--- src/rtl/l2_nexus_arbiter.sv ---
// l2_nexus_arbiter: two-L1 to one-L2 southbound arbiter.
// Per-port read/evict slots, write-first round-robin, fill return with hotlink hold-off.
module l2_nexus_arbiter #(
    parameter int ADDR_W = 32,
    parameter int LINE_W = 128
) (
    input  logic              clk,
    input  logic              reset,
    input  logic [ADDR_W-1:0] a_snooper_addr,
    input  logic [LINE_W-1:0] a_evictable_cacheline,
    input  logic              a_snooper_read_valid,
    input  logic              a_eviction_wren,
    input  logic              a_hotlink_interrupt,
    output logic [LINE_W-1:0] a_updated_cacheline,
    output logic              a_cacheline_update_valid,
    input  logic [ADDR_W-1:0] b_snooper_addr,
    input  logic [LINE_W-1:0] b_evictable_cacheline,
    input  logic              b_snooper_read_valid,
    input  logic              b_eviction_wren,
    input  logic              b_hotlink_interrupt,
    output logic [LINE_W-1:0] b_updated_cacheline,
    output logic              b_cacheline_update_valid,
    output logic              mem_req,
    output logic              mem_we,
    output logic [ADDR_W-1:0] mem_addr,
    output logic [LINE_W-1:0] mem_wdata,
    input  logic              mem_ack,
    input  logic              mem_rvalid,
    input  logic [LINE_W-1:0] mem_rdata,
    output logic              overflow_err
);

    typedef enum logic [2:0] {IDLE, WREQ, RREQ, RWAIT, RESP} state_t;

    localparam logic [ADDR_W-1:0] LINE_MASK = ~ADDR_W'(15);

    state_t state, state_nxt;

    logic       gnt, rr_ptr, sel, any_wr, any_rd;
    logic [1:0] rd_v, wr_v, cand;
    logic [1:0] rd_pulse, wr_pulse, hot, uv, clr_rd, clr_wr;

    logic [ADDR_W-1:0] in_addr [2];
    logic [ADDR_W-1:0] rd_addr [2];
    logic [ADDR_W-1:0] wr_addr [2];
    logic [LINE_W-1:0] in_line [2];
    logic [LINE_W-1:0] wr_line [2];
    logic [LINE_W-1:0] upd     [2];

    assign rd_pulse   = {b_snooper_read_valid, a_snooper_read_valid};
    assign wr_pulse   = {b_eviction_wren, a_eviction_wren};
    assign hot        = {b_hotlink_interrupt, a_hotlink_interrupt};
    assign in_addr[0] = a_snooper_addr;
    assign in_addr[1] = b_snooper_addr;
    assign in_line[0] = a_evictable_cacheline;
    assign in_line[1] = b_evictable_cacheline;

    assign a_updated_cacheline      = upd[0];
    assign b_updated_cacheline      = upd[1];
    assign a_cacheline_update_valid = uv[0];
    assign b_cacheline_update_valid = uv[1];

    // Writes outrank reads; rr_ptr only breaks ties within one class.
    always_comb begin
        any_wr = |wr_v;
        any_rd = |rd_v;
        cand   = any_wr ? wr_v : rd_v;
        sel    = (&cand) ? rr_ptr : cand[1];
    end

    always_ff @(posedge clk) begin
        if (reset) state <= IDLE;
        else       state <= state_nxt;
    end

    always_comb begin
        state_nxt = state;
        unique case (state)
            IDLE: begin
                if (any_wr)      state_nxt = WREQ;
                else if (any_rd) state_nxt = RREQ;
            end
            WREQ:  if (mem_ack)     state_nxt = IDLE;
            RREQ:  if (mem_ack)     state_nxt = RWAIT;
            RWAIT: if (mem_rvalid)  state_nxt = RESP;
            RESP:  if (!hot[gnt])   state_nxt = IDLE;
            default:                state_nxt = IDLE;
        endcase
    end

    always_comb begin
        mem_req = (state == WREQ) || (state == RREQ);
        uv      = 2'b00;
        clr_wr  = 2'b00;
        if (state == RESP) uv[gnt] = ~hot[gnt];
        if (state == WREQ && mem_ack) clr_wr[gnt] = 1'b1;
        clr_rd = uv;
    end

    always_ff @(posedge clk) begin
        if (reset) begin
            gnt          <= 1'b0;
            rr_ptr       <= 1'b0;
            mem_we       <= 1'b0;
            mem_addr     <= '0;
            mem_wdata    <= '0;
            overflow_err <= 1'b0;
            rd_v         <= 2'b00;
            wr_v         <= 2'b00;
            for (int p = 0; p < 2; p++) begin
                rd_addr[p] <= '0;
                wr_addr[p] <= '0;
                wr_line[p] <= '0;
                upd[p]     <= '0;
            end
        end else begin
            if (state == IDLE && (any_wr || any_rd)) begin
                gnt    <= sel;
                rr_ptr <= ~sel;
                mem_we <= any_wr;
                if (any_wr) begin
                    mem_addr  <= wr_addr[sel] & LINE_MASK;
                    mem_wdata <= wr_line[sel];
                end else begin
                    mem_addr  <= rd_addr[sel] & LINE_MASK;
                end
            end
            if (state == RWAIT && mem_rvalid) upd[gnt] <= mem_rdata;
            // A slot being cleared this cycle counts as free for a new pulse.
            for (int p = 0; p < 2; p++) begin
                if (rd_pulse[p]) begin
                    if (rd_v[p] && !clr_rd[p]) begin
                        overflow_err <= 1'b1;
                    end else begin
                        rd_v[p]    <= 1'b1;
                        rd_addr[p] <= in_addr[p];
                    end
                end else if (clr_rd[p]) begin
                    rd_v[p] <= 1'b0;
                end
                if (wr_pulse[p]) begin
                    if (wr_v[p] && !clr_wr[p]) begin
                        overflow_err <= 1'b1;
                    end else begin
                        wr_v[p]    <= 1'b1;
                        wr_addr[p] <= in_addr[p];
                        wr_line[p] <= in_line[p];
                    end
                end else if (clr_wr[p]) begin
                    wr_v[p] <= 1'b0;
                end
            end
        end
    end

endmodule
--- config.mk ---
export PLATFORM = sky130hd
export DESIGN_NAME = l2_nexus_arbiter
export DESIGN_NICKNAME = d
export VERILOG_FILES = /design/src/rtl/l2_nexus_arbiter.sv
export SDC_FILE = /design/constraint.sdc
export NUM_CORES = 1
export LEC_CHECK = 0
export CAP_MARGIN = 20
export CORE_AREA = 2 2 343 345
export DETAILED_ROUTE_END_ITERATION = 16
export DIE_AREA = 0 0 345 347
export PLACE_DENSITY_LB_ADDON = 0.05
export SLEW_MARGIN = 0
export SYNTH_ARGS = -nofsm -noshare
export SYNTH_HDL_FRONTEND = slang
export SYNTH_SLANG_ARGS = --single-unit
--- constraint.sdc ---
create_clock -name clk -period 7.6 [get_ports clk]
set_input_delay 1.9 -clock clk [delete_from_list [all_inputs] [get_ports clk]]
set_output_delay 1.9 -clock clk [all_outputs]
set_load 0.1 [all_outputs]
* Yosys cells after proc, flatten, opt, wreduce, memory -nomap -nowiden
Memories as Yosys holds them, arrays and structs flattened. A register that Yosys moved wholly into a read port is not among the register bits.
Cells that the tools add are included.
** Storage, ports and cells
- Memory bits (writable) :: 640
- Memories :: 4
- Register bits :: 43
- Output and inout port bits :: 421
- Word-level logic and storage cells :: 133
- Bits of input ports :: 458
** Cells by class
- Eq/ne operators :: 13
- $lt $le $gt $ge :: 2
- Bitwise operators :: 9
- Reduce and logical (&&, ||, !) cells :: 29
- Muxes and demuxes :: 66
** Memory list
- upd :: words 2, width 128, read ports 2, clocked after Yosys merged registers in 0, write ports 2, line 48 : logic [LINE_W-1:0] upd [2];
- wr_line :: words 2, width 128, read ports 1, clocked after Yosys merged registers in 1, write ports 2, line 47 : logic [LINE_W-1:0] wr_line [2];
- rd_addr :: words 2, width 32, read ports 1, clocked after Yosys merged registers in 0, write ports 2, line 44 : logic [ADDR_W-1:0] rd_addr [2];
- wr_addr :: words 2, width 32, read ports 1, clocked after Yosys merged registers in 0, write ports 2, line 45 : logic [ADDR_W-1:0] wr_addr [2];
** Operator list (count)
- $mux 128 :: 3
- $mux 32 :: 5
- $reduce_or 128->1 :: 1
- $mux 1 :: 47
- $mux 3 :: 6
- $ne 2x2->1 const B :: 8
- $pmux 3 s5 :: 1
- $reduce_and 2->1 :: 6
- $logic_and 1x1->1 :: 8
- $reduce_bool 2->1 :: 4
- $eq 3x2->1 const B :: 2
- $mux 2 :: 3
- $or 1x1->1 :: 6
- $reduce_and 5->1 :: 1
- $logic_not 1->1 :: 4
- $reduce_or 2->1 :: 2
- $eq 3x1->1 const B :: 1
- $eq 3x3->1 const B :: 1
- $logic_not 3->1 :: 1
- $ne 3x3->1 const B :: 1
- $and 2x2->2 :: 1
- $logic_or 1x1->1 :: 2
- $lt 1x2->1 const B :: 1
- $not 1->1 :: 2
- 2 further kinds :: 2

* Logic depth before layout (Yosys ltp)
Gate-level depths: netlist of the first run.
- Depth in word-level cells :: 16
- Depth in mapped cells :: 9
- Depth with buffers taken out :: 4

* Worst setup path after synthesis of the first run
No wires, ideal clock.
- Path kind :: input port to flip-flop
- Start point :: in reset
- End point :: mem wr_addr[1][10], enable pin
- Path buffers :: 4
- Library setup time :: 0.515 ns
- Cell stages on the path :: 5
- Arrival time :: 6.170 ns
- Path slack :: 0.916 ns
- Required time :: 7.085 ns
- Cells stage by stage :: clkbuf_1 clkbuf_1 clkbuf_1 clkbuf_1 a21o_1
** RTL lines
- start: declaration :: line 8 : input logic reset,
- end: declaration :: line 45

* Worst setup path in the final report of the first run
- Start point :: in b_hotlink_interrupt
- End point :: out b_cacheline_update_valid
** On the way
- Longest elaborated chain between the ends :: 5
** Ends and longest elaborated chain
- start: declaration :: line 20 : input logic b_hotlink_interrupt,
- $mux 1 (implied by the code) (2 in a row) :: line 95 : if (state == RESP) uv[gnt] = ~hot[gnt];
- $not 1->1 :: line 95
- $and 2x2->2 (no line)
- $mux 2 :: line 95
- end: declaration :: line 22 : output logic b_cacheline_update_valid,
Every way passes these cells. The select of a mux whose other input is x is not followed.

==> reports/qor.yml, run 1 <==
run_status:
  status: "complete, no violations"
layout:
  register_area_um2: 22100
  multi_input_area_um2: 9610
  fillCellCount: 11000
  area_growth_pct: 40.1
  fin_nets: 3631
  drive_gt1_frac: 0.0917
  final-instance-count-excl-fill: 4790
sta:
  finClkSkew_ps: 20.6
  fmax_mhz: 173
  post-route-period-util: 0.759
  max_slew.worst_pin.slew_ps: 1220
  slew_viol_final: 0
  finalHoldViolations: 0
  layout_min_cycle_time_ps: 5770
  rsz0062_at_grt: "false"
  setup_viol: 0
  relSlewSlack: 0.188
  tns_ps: 0
setup_path:
  worstPathArrival_ps: 3870
  timing.critical_path.required_ps: 5700
  path_class: "in2out"
  cp-start-kind: "primary input"
  path_max_fanout: 3
  end_kind: "primary output"
floorplan:
  dieArea_um2: 120000
  start_util: 0.283
  core_um2: 116000
  num_rows: 125
  dieHeight_um: 347
  io_pins: 879
  die_w_um: 345
synthesis:
  synth_top_cell_by_area: "edfxtp_1"
  synthDistinctLibCells: 48
  syn_area_um2: 32700
  synth_seq_cells: 791
  synth_xor_area_frac: 0.000268
  synth_warnings: 0
  synth_top_area_frac: 0.572
  synth_top_flop_cell: "edfxtp_1"
  synth_area_per_cell_um2: 13.6
  synth_seq_area_share: 0.675
  async_reset_ff_frac: 0
  synthMuxAreaShare: 0.00126
  synthSimpleGateAreaFrac: 0.158
  synth_edf_count: 624
  synth_compound_area_frac: 0.131
  synth_area_leaders: "edfxtp_1, dfxtp_1, nor3b_1"
  synth_fa_ha_area_frac: 0
  syn_inst: 2406
  synth_top_family_by_area: "simple AND/OR/NAND/NOR gates"
grt:
  grt_max_degree: 224
  grt.total_usage: 0.200
  grt_pass1_wl_um: 176000
  grt_pass1_vias: 23600
  overflow: 0
  antenna_found_initial: 54
placement:
  port_buffers: 866
  placed_cells: 4601
  hpwl_um: 80300
  gp_congestion: 0.807
detailed_routing:
  drc: 0
  first_iter_violations: 1322
  vias: 23100
  post_drt_wl_per_cell_um: 25.9
  drtPass1Iterations: 5
  antenna_left: 0
  wirelength_um: 124000
  viasPerCell: 4.82
power_and_ir_drop:
  p_leak_nw: 16.0
  worst_ir_drop_vdd_uv: 166
  powerDensity_nw_per_um2: 285
cts:
  clock-sinks: 791
  clk_pin_slew_ps: 60
  ctsHoldBuffers: 0
  clkLatencyLatePin_ps: 670
  htreeDepth: 3
  postCtsSetupBuffers: 0
  cts_resized: 0
  root_buffer: "clkbuf_16"
  cts-buffers-inserted: 93
  clockBufferDepth: 3
  cts_tree: "done"
job:
  maxCapViolCount: 0
min_path:
  hold_class: "reg2reg"
[routing by layer]
layer,share of wire,wire length (µm),track usage,vias to the layer above
li1,-,-,-,10500
met1,0.39,48700,0.231,11500
met2,0.51,63200,0.355,789
met3,0.069,8620,0.0589,199
met4,0.027,3350,0.0667,36
met5,0.0019,240,0,-
[metrics by stage]
step	cell area, µm²	hold slack, ps	total power (W)	util	worst slack (ps)
finish	45900	469	0.0131	0.396	1830
floorplan	32700	504	0.00765	-	916
global route	45900	487	0.0136	0.396	1830
detailed placement	42800	450	0.00874	0.370	1840
global placement	42600	446	0.00870	0.368	1770
CTS	45800	466	0.0133	0.396	1840
[critical path, stage by stage]
cell             delay, ps
clkdlybuf4s50_1        540
nor3_1                 250
clkdlybuf4s50_1       1170
[sequential cells by signal, summed over array words and instances, names as in the netlist]
register      flops
gnt               1
mem_addr         28
mem_wdata       128
mem_we            1
overflow_err      1
rd_addr          56
rd_v              2
rr_ptr            1
state             3
upd             256
wr_addr          56
wr_line         256
wr_v              2
[synthesized netlist by cell type (2+ instances only)]
library cell  count
a22oi_1           2
a21o_1            5
o21bai_1        129
or2_2             3
and2_1          257
a211oi_2         91
a211oi_1        166
o31ai_2           2
nor2_1          247
o2bb2ai_1        28
buf_4             6
nand2b_1         57
buf_2            55
buf_1            12
nor3_1            4
a21oi_1           7
buf_6            17
o211ai_1          2
inv_1             9
clkbuf_1        146
o21ai_1           3
mux2i_1           3
dfxtp_1         167
nor3b_1         284
edfxtp_1        624
o221ai_1         28
o21ai_0           2
a2111oi_0        28
nand2_1           3
[power by group]
part	internal, W	switching (W)	leakage, nW
sequential	0.00509	0.000186	7.98
combinational	0.000858	0.00248	6.55
clock	0.00259	0.00189	1.47
total	0.00854	0.00456	16.0
[cells in the final DEF, fill, tap and decap left out, types with 13 or more instances in the layout]
| master | instances |
|---|---|
| clkdlybuf4s50_1 | 862 |
| edfxtp_1 | 624 |
| nor3b_1 | 284 |
| and2_1 | 256 |
| nor2_1 | 246 |
| a211oi_1 | 166 |
| dfxtp_1 | 165 |
| o21bai_1 | 128 |
| clkbuf_16 | 93 |
| a211oi_2 | 91 |
| nand2b_1 | 57 |
| a2111oi_0 | 28 |
| o221ai_1 | 28 |
| o2bb2ai_1 | 28 |
| buf_4 | 27 |
| clkbuf_1 | 21 |
| diode_2 | 15 |
| clkinv_1 | 15 |
| clkinv_2 | 13 |
[kinds of logic (layout without fill, tap and decap cells)]
logic type,Yosys count,count (layout)
and+or+nand+nor,866,866
DFF,791,791
AOI/OAI and AO/OA,498,498
buffers and inverters,245,1087
muxes,4,4
other,1,19
xor gates and xnor gates,1,1
[final cells by class]
type / instances / share of cell area
multi-input cells: 1373 / 0.210
inverters: 9 / 0.000737
flip-flops and latches: 791 / 0.481
well taps: 1524 / 0.0416
clock buffers: 123 / 0.0552
repair buffers: 905 / 0.200
clock inverters: 50 / 0.0107
diodes: 15 / 0.000818
[final timing paths]
path | endpoint | slack (ps) | startpoint | cells past startpoint
worst min-delay path | mem_addr[27] | 470 | mem_addr[27] | 1
worst max-delay path | b_cacheline_update_valid | 1830 | b_hotlink_interrupt | 3
worst min register to register | mem_addr[27] | 470 | mem_addr[27] | 1
worst max register to register | mem_wdata[14] | 3440 | wr_v[1] | 5
(Power assumes the default switching activity.)
==> run 2: changes to the inputs <==
==> constraint.sdc (replaced) <==
create_clock -name clk -period 4.9 [get_ports clk]
set_input_delay 1.225 -clock clk [delete_from_list [all_inputs] [get_ports clk]]
set_output_delay 1.225 -clock clk [all_outputs]
set_load 0.1 [all_outputs]
==> run 2 against run 1 <==
Against the previous run:
- non-clock buffer count rose by 2
- sequential power is 55% higher
- global-route usage is essentially flat
- clock-buffer cell count rose by 14
- clock skew up 1.8 ps
- design area is 0.16% higher
- critical path type is now reg2out
- critical endpoint is now mem_req
==> reports/qor.yml, run 2 (synthesis results as in run 1) <==
grt:
  grt_pass1_vias: 23800  # +0.71%
  antenna_found_initial: 59  # +9.3%
  grt.total_usage: 0.201  # +0.000420
  grt_max_degree: 174  # -22%
  grt_pass1_wl_um: 177000  # +0.20%
  overflow: 0  # unchanged
sta:
  tns_ps: 0  # unchanged
  fmax_mhz: 257
  layout_min_cycle_time_ps: 3900
  timing.final.ws_setup_ps: 1000  # -829 ps
  setup_viol: 0  # unchanged
  slew_viol_final: 0  # unchanged
  rsz0062_at_grt: "false"
  relSlewSlack: 0.133  # -0.0548
  max_slew.worst_pin.slew_ps: 1300  # +82.1 ps
  finalHoldViolations: 0  # unchanged
  post-route-period-util: 0.796
  finClkSkew_ps: 22.4  # +1.80 ps
placement:
  port_buffers: 866  # unchanged
  placed_cells: 4603  # +0.043%
  dp_slack_ps: 1150  # -686 ps
  gp_congestion: 0.789  # -2.3%
  hpwl_um: 80400  # about the same
cts:
  clkLatencyLatePin_ps: 660  # about the same
  cts_resized: 0  # unchanged
  htreeDepth: 3  # unchanged
  clock-sinks: 791  # unchanged
  clk_pin_slew_ps: 60  # about the same
  cts_tree: "done"
  cts-buffers-inserted: 93  # unchanged
  root_buffer: "clkbuf_16"
  ctsHoldBuffers: 0  # unchanged
  clockBufferDepth: 3  # unchanged
  postCtsSetupBuffers: 0  # unchanged
power_and_ir_drop:
  sw_frac_of_total: 0.346  # -0.00235
  worst_ir_drop_vdd_uv: 244  # +47%
  cell_internal_pwr_w: 0.0132  # +55%
  total_power_w: 0.0202  # +55%
  combPwrFrac: 0.256  # about the same
  p_leak_nw: 16.0  # +0.19%
  net-switching-power_w: 0.00699  # +53%
  pwr-share-clk: 0.339  # -0.003
  p_seq_frac: 0.405  # +0.002
  powerDensity_nw_per_um2: 440  # +54%
layout:
  final-instance-count-excl-fill: 4793  # +0.063%
  fillCellCount: 11000  # -0.33%
  final_cell_mix: "clkdlybuf4s50_1, edfxtp_1, nor3b_1, and2_1, nor2_1"
  drive_gt1_frac: 0.0898  # -0.00185
  layout_commonest_cell: "clkdlybuf4s50_1"
  reg.largest.list: "upd x256, wr_line x256, mem_wdata x128"
  fin_nets: 3633  # +0.055%
  area_growth_pct: 40.4
min_path:
  whs_path_depth: 1  # unchanged
  min_to: "mem_addr[27]"
  hold_class: "reg2reg"
  hp-start: "mem_addr[27]"
setup_path:
  reg2reg_slack_ps: 1500  # -1940 ps
  path_class: "reg2out"
  worstPathArrival_ps: 2670  # -1200 ps
  r2r-start: "wr_v[1]"
  timing.critical_path.required_ps: 3670  # -2030 ps
  end_kind: "primary output"
  crit_slowest_cell: "clkdlybuf4s50_1"
  r2r-end: "mem_wdata[9]"
  reg2reg_depth: 5  # unchanged
  crit_chain: "xnor2_1 -> nor2_1 -> clkdlybuf4s50_1"
  cp-start-kind: "flop"
  slowest_delay_ps: 1260  # +90 ps
  path_max_fanout: 8  # +5
detailed_routing:
  viasPerCell: 4.82  # about the same
  post_drt_wl_per_cell_um: 25.9  # about the same
  wirelength_um: 124000  # about the same
  drc: 0  # unchanged
  vias: 23100  # +0.013%
  drtPass1Iterations: 5  # unchanged
  antenna_left: 0  # unchanged
  first_iter_violations: 1442  # +9.1%
floorplan:
  dieArea_um2: 120000  # unchanged
  start_util: 0.283  # unchanged
  num_rows: 125  # unchanged
  io_pins: 879  # unchanged
  core_um2: 116000  # unchanged
  dieHeight_um: 347  # unchanged
  die_w_um: 345  # unchanged
run_status:
  status: "complete, no violations"
job:
  maxCapViolCount: 0  # unchanged
-- run 2: worst max path at each step --
stage	end	depth (start not counted)	from	slack [ps]
floorplan	wr_addr[1][10]	5	reset	250
global placement	wr_line[0][28]	5	mem_ack	1200
detailed placement	wr_line[0][28]	5	mem_ack	1150
CTS	mem_req	3	state[0]	920
global route	mem_req	3	state[0]	920
finish	mem_req	3	state[0]	1000
-- run 2: worst max-delay path: cells and delay by family (launching register included) --
| family | cells | cell delay [ps] |
|---|---|---|
| buf+inv | 1 | 1260 |
| flops | 1 | 490 |
| simple gates | 1 | 150 |
| xor+xnor | 1 | 110 |
-- run 2: layout make-up --
class                      count  area [µm²]  share of cell area
sequential                   791       22100               0.481
multi-input combinational   1373        9610               0.209
timing repair buffer         907        9280               0.202
clock buffer                 137        2660              0.0578
tap                         1524        1910              0.0415
clock inverter                34         317             0.00689
antenna                       18        45.0            0.000981
inverter                       9        33.8            0.000735
-- run 2: metal layers --
metal / global-route usage / share of wire / up-vias
li1: - / - / 10500
met1: 0.228 / 0.39 / 11500
met2: 0.352 / 0.51 / 775
met3: 0.0676 / 0.078 / 224
met4: 0.0692 / 0.028 / 58
met5: 0 / 0.0031 / -
-- run 2: power groups by stage --
stage                     clock network (W)  registers [W]  logic (W)
final                               0.00686        0.00819    0.00519
after global routing                0.00730        0.00825    0.00541
after CTS                           0.00706        0.00819    0.00526
after detailed placement                  0        0.00832    0.00524
after global placement                    0        0.00831    0.00522
after floorplan                           0         0.0105    0.00130
-- run 2: through the flow --
step	util	instance area, µm²	hold slack [ps]
2_1_floorplan	-	32700	504
3_3_place_gp	0.370	42900	453
3_5_place_dp	0.371	42900	451
4_1_cts	0.396	45900	464
5_1_grt	0.397	45900	486
6_report	0.397	45900	463
==> run 3: changes to the inputs <==
==> constraint.sdc (replaced) <==
create_clock -name clk -period 3.8 [get_ports clk]
set_input_delay 0.95 -clock clk [delete_from_list [all_inputs] [get_ports clk]]
set_output_delay 0.95 -clock clk [all_outputs]
set_load 0.1 [all_outputs]
==> run 3 against run 2 <==
Against the previous run:
- sequential share of layout area increased by 0.30 points
- clock power rose by 28%
- clock skew about the same
- sequential power grew 29%
- die area stayed put
- non-clock buffer count rose by 13
- design area decreased by 0.62%
- setup slack got worse by 410 ps
- first-iteration DRC count is 7.4% lower
- global-route usage about the same
- core utilization is 0.25 points lower
- flip-flop and latch count did not move
- critical endpoint is now a_updated_cacheline[11]
- highest routed layer unchanged
==> reports/qor.yml, run 3 (synthesis results as in run 1) <==
floorplan:
  dieHeight_um: 347  # unchanged
  core_um2: 116000  # unchanged
  die_w_um: 345  # unchanged
  io_pins: 879  # unchanged
  num_rows: 125  # unchanged
  dieArea_um2: 120000  # unchanged
  start_util: 0.283  # unchanged
cts:
  clockBufferDepth: 3  # unchanged
  cts_resized: 0  # unchanged
  clock-sinks: 791  # unchanged
  ctsHoldBuffers: 0  # unchanged
  clkLatencyLatePin_ps: 670  # about the same
  cts-buffers-inserted: 94  # +1.1%
  htreeDepth: 3  # unchanged
  clk_pin_slew_ps: 60  # about the same
  root_buffer: "clkbuf_16"
  cts_tree: "done"
  postCtsSetupBuffers: 0  # unchanged
grt:
  grt_pass1_vias: 23900  # +0.24%
  grt.total_usage: 0.201  # about the same
  grt_max_degree: 168  # -3.4%
  grt_pass1_wl_um: 177000  # +0.39%
  overflow: 0  # unchanged
  antenna_found_initial: 45  # -24%
setup_path:
  worstPathArrival_ps: 2260  # -410 ps
  timing.critical_path.required_ps: 2850  # -820 ps
  path_delay_family: "buffers and inverters"
  end_kind: "primary output"
  cp_num_cells: 1  # -2
  reg2reg_slack_ps: 1050  # -450 ps
  path_class: "reg2out"
  cp_num_buf_inv: 1  # unchanged
  crit_slowest_cell: "clkdlybuf4s50_1"
  cp-start-kind: "flop"
  slowest_delay_ps: 1250  # about the same
  path_max_fanout: 1  # -7
  reg2reg_depth: 6  # +1
  r2r-end: "mem_wdata[19]"
  crit_chain: "clkdlybuf4s50_1"
  r2r-start: "wr_v[1]"
detailed_routing:
  drtPass1Iterations: 5  # unchanged
  vias: 23300  # +0.84%
  top_layer: "met5"
  first_iter_violations: 1335  # -7.4%
  wl_met1_um: 47700  # -0.43%
  wirelength_um: 124000  # -0.21%
  viasPerCell: 4.84  # +0.53%
  wl_met3_um: 8140  # -16%
  antenna_left: 0  # unchanged
  post_drt_wl_per_cell_um: 25.8  # -0.53%
  met2WireLength_um: 64200  # +2.3%
  drc: 0  # unchanged
layout:
  area_growth_pct: 39.5
  stdcell_area_um2: 45700  # -0.62%
  layout_commonest_cell: "clkdlybuf4s50_1"
  fin_nets: 3647  # +0.39%
  final_cell_mix: "clkdlybuf4s50_1, edfxtp_1, nor3b_1, and2_1, nor2_1"
  drive_gt1_frac: 0.143  # +0.0534
  reg.largest.list: "upd x256, wr_line x256, mem_wdata x128"
placement:
  gp_congestion: 0.787  # -0.15%
  dp_slack_ps: 542  # -611 ps
  port_buffers: 866  # unchanged
  place_area_um2: 42600  # -0.59%
  hpwl_um: 82400  # +2.5%
sta:
  relSlewSlack: 0.226  # +0.0934
  whs_ps: 468  # +5.01 ps
  slew_viol_final: 0  # unchanged
  fmax_mhz: 311
  timing.final.ws_setup_ps: 588  # -414 ps
  max_slew.worst_pin.slew_ps: 1160  # -144 ps
  finClkSkew_ps: 22.1  # -0.362 ps
  rsz0062_at_grt: "false"
  layout_min_cycle_time_ps: 3210
  post-route-period-util: 0.845
  setup_viol: 0  # unchanged
  finalHoldViolations: 0  # unchanged
  tns_ps: 0  # unchanged
power_and_ir_drop:
  total_power_w: 0.0260  # +28%
  worst_ir_drop_vdd_uv: 372  # +52%
  powerDensity_nw_per_um2: 569  # +29%
  p_leak_nw: 16.3  # +2.0%
min_path:
  hold_class: "reg2reg"
  min_to: "mem_addr[7]"
  hp-start: "mem_addr[7]"
  whs_path_depth: 1  # unchanged
run_status:
  status: "complete, no violations"
job:
  maxCapViolCount: 0  # unchanged
run 3: cell count changes in the layout (fill, tap and decap cells not counted), sizes merged:
cell	change
clkbuf	-14
clkinv	+16
buf	+168
inv	+2
clkdlybuf4s50	-155
diode	-2
run 3: stage by stage:
| step | cells | utilization |
|---|---|---|
| finish | 4808 | 0.394 |
| global route | 4803 | 0.394 |
| CTS | 4792 | 0.394 |
| detailed placement | 4617 | 0.368 |
| global placement | 4617 | 0.368 |
| floorplan | 2409 | - |
run 3: routing by layer:
| metal | GRT usage | up-vias |
|---|---|---|
| met2 | 0.358 | 765 |
| met5 | 0 | - |
| met1 | 0.231 | 11700 |
| met3 | 0.0549 | 211 |
| met4 | 0.0724 | 32 |
| li1 | - | 10600 |
run 3: worst max path at each step:
stage | start | endpoint | slack [ps]
6_report | upd[0][11] | a_updated_cacheline[11] | 590
5_1_grt | mem_wdata[55] | mem_wdata[55] | 540
4_1_cts | upd[0][11] | a_updated_cacheline[11] | 510
3_5_place_dp | mem_ack | wr_line[0][31] | 540
3_3_place_gp | mem_ack | wr_line[0][95] | 540
2_1_floorplan | reset | upd[1][0] | 100
run 3: final cells by class:
class                      instances  area [µm²]
multi-input combinational       1373        9620
inverter                           9        33.8
fill                           11100       70100
tap                             1524        1910
clock buffer                     123        2560
sequential                       791       22100
clock inverter                    52         400
antenna                           16        40.0
timing repair buffer             920        9010
run 3: power breakdown:
part	internal (W)	total [W]	switching (W)
registers	0.0102	0.0106	0.000380
logic	0.00168	0.00665	0.00497
clock network	0.00508	0.00879	0.00371
total	0.0169	0.0260	0.00906
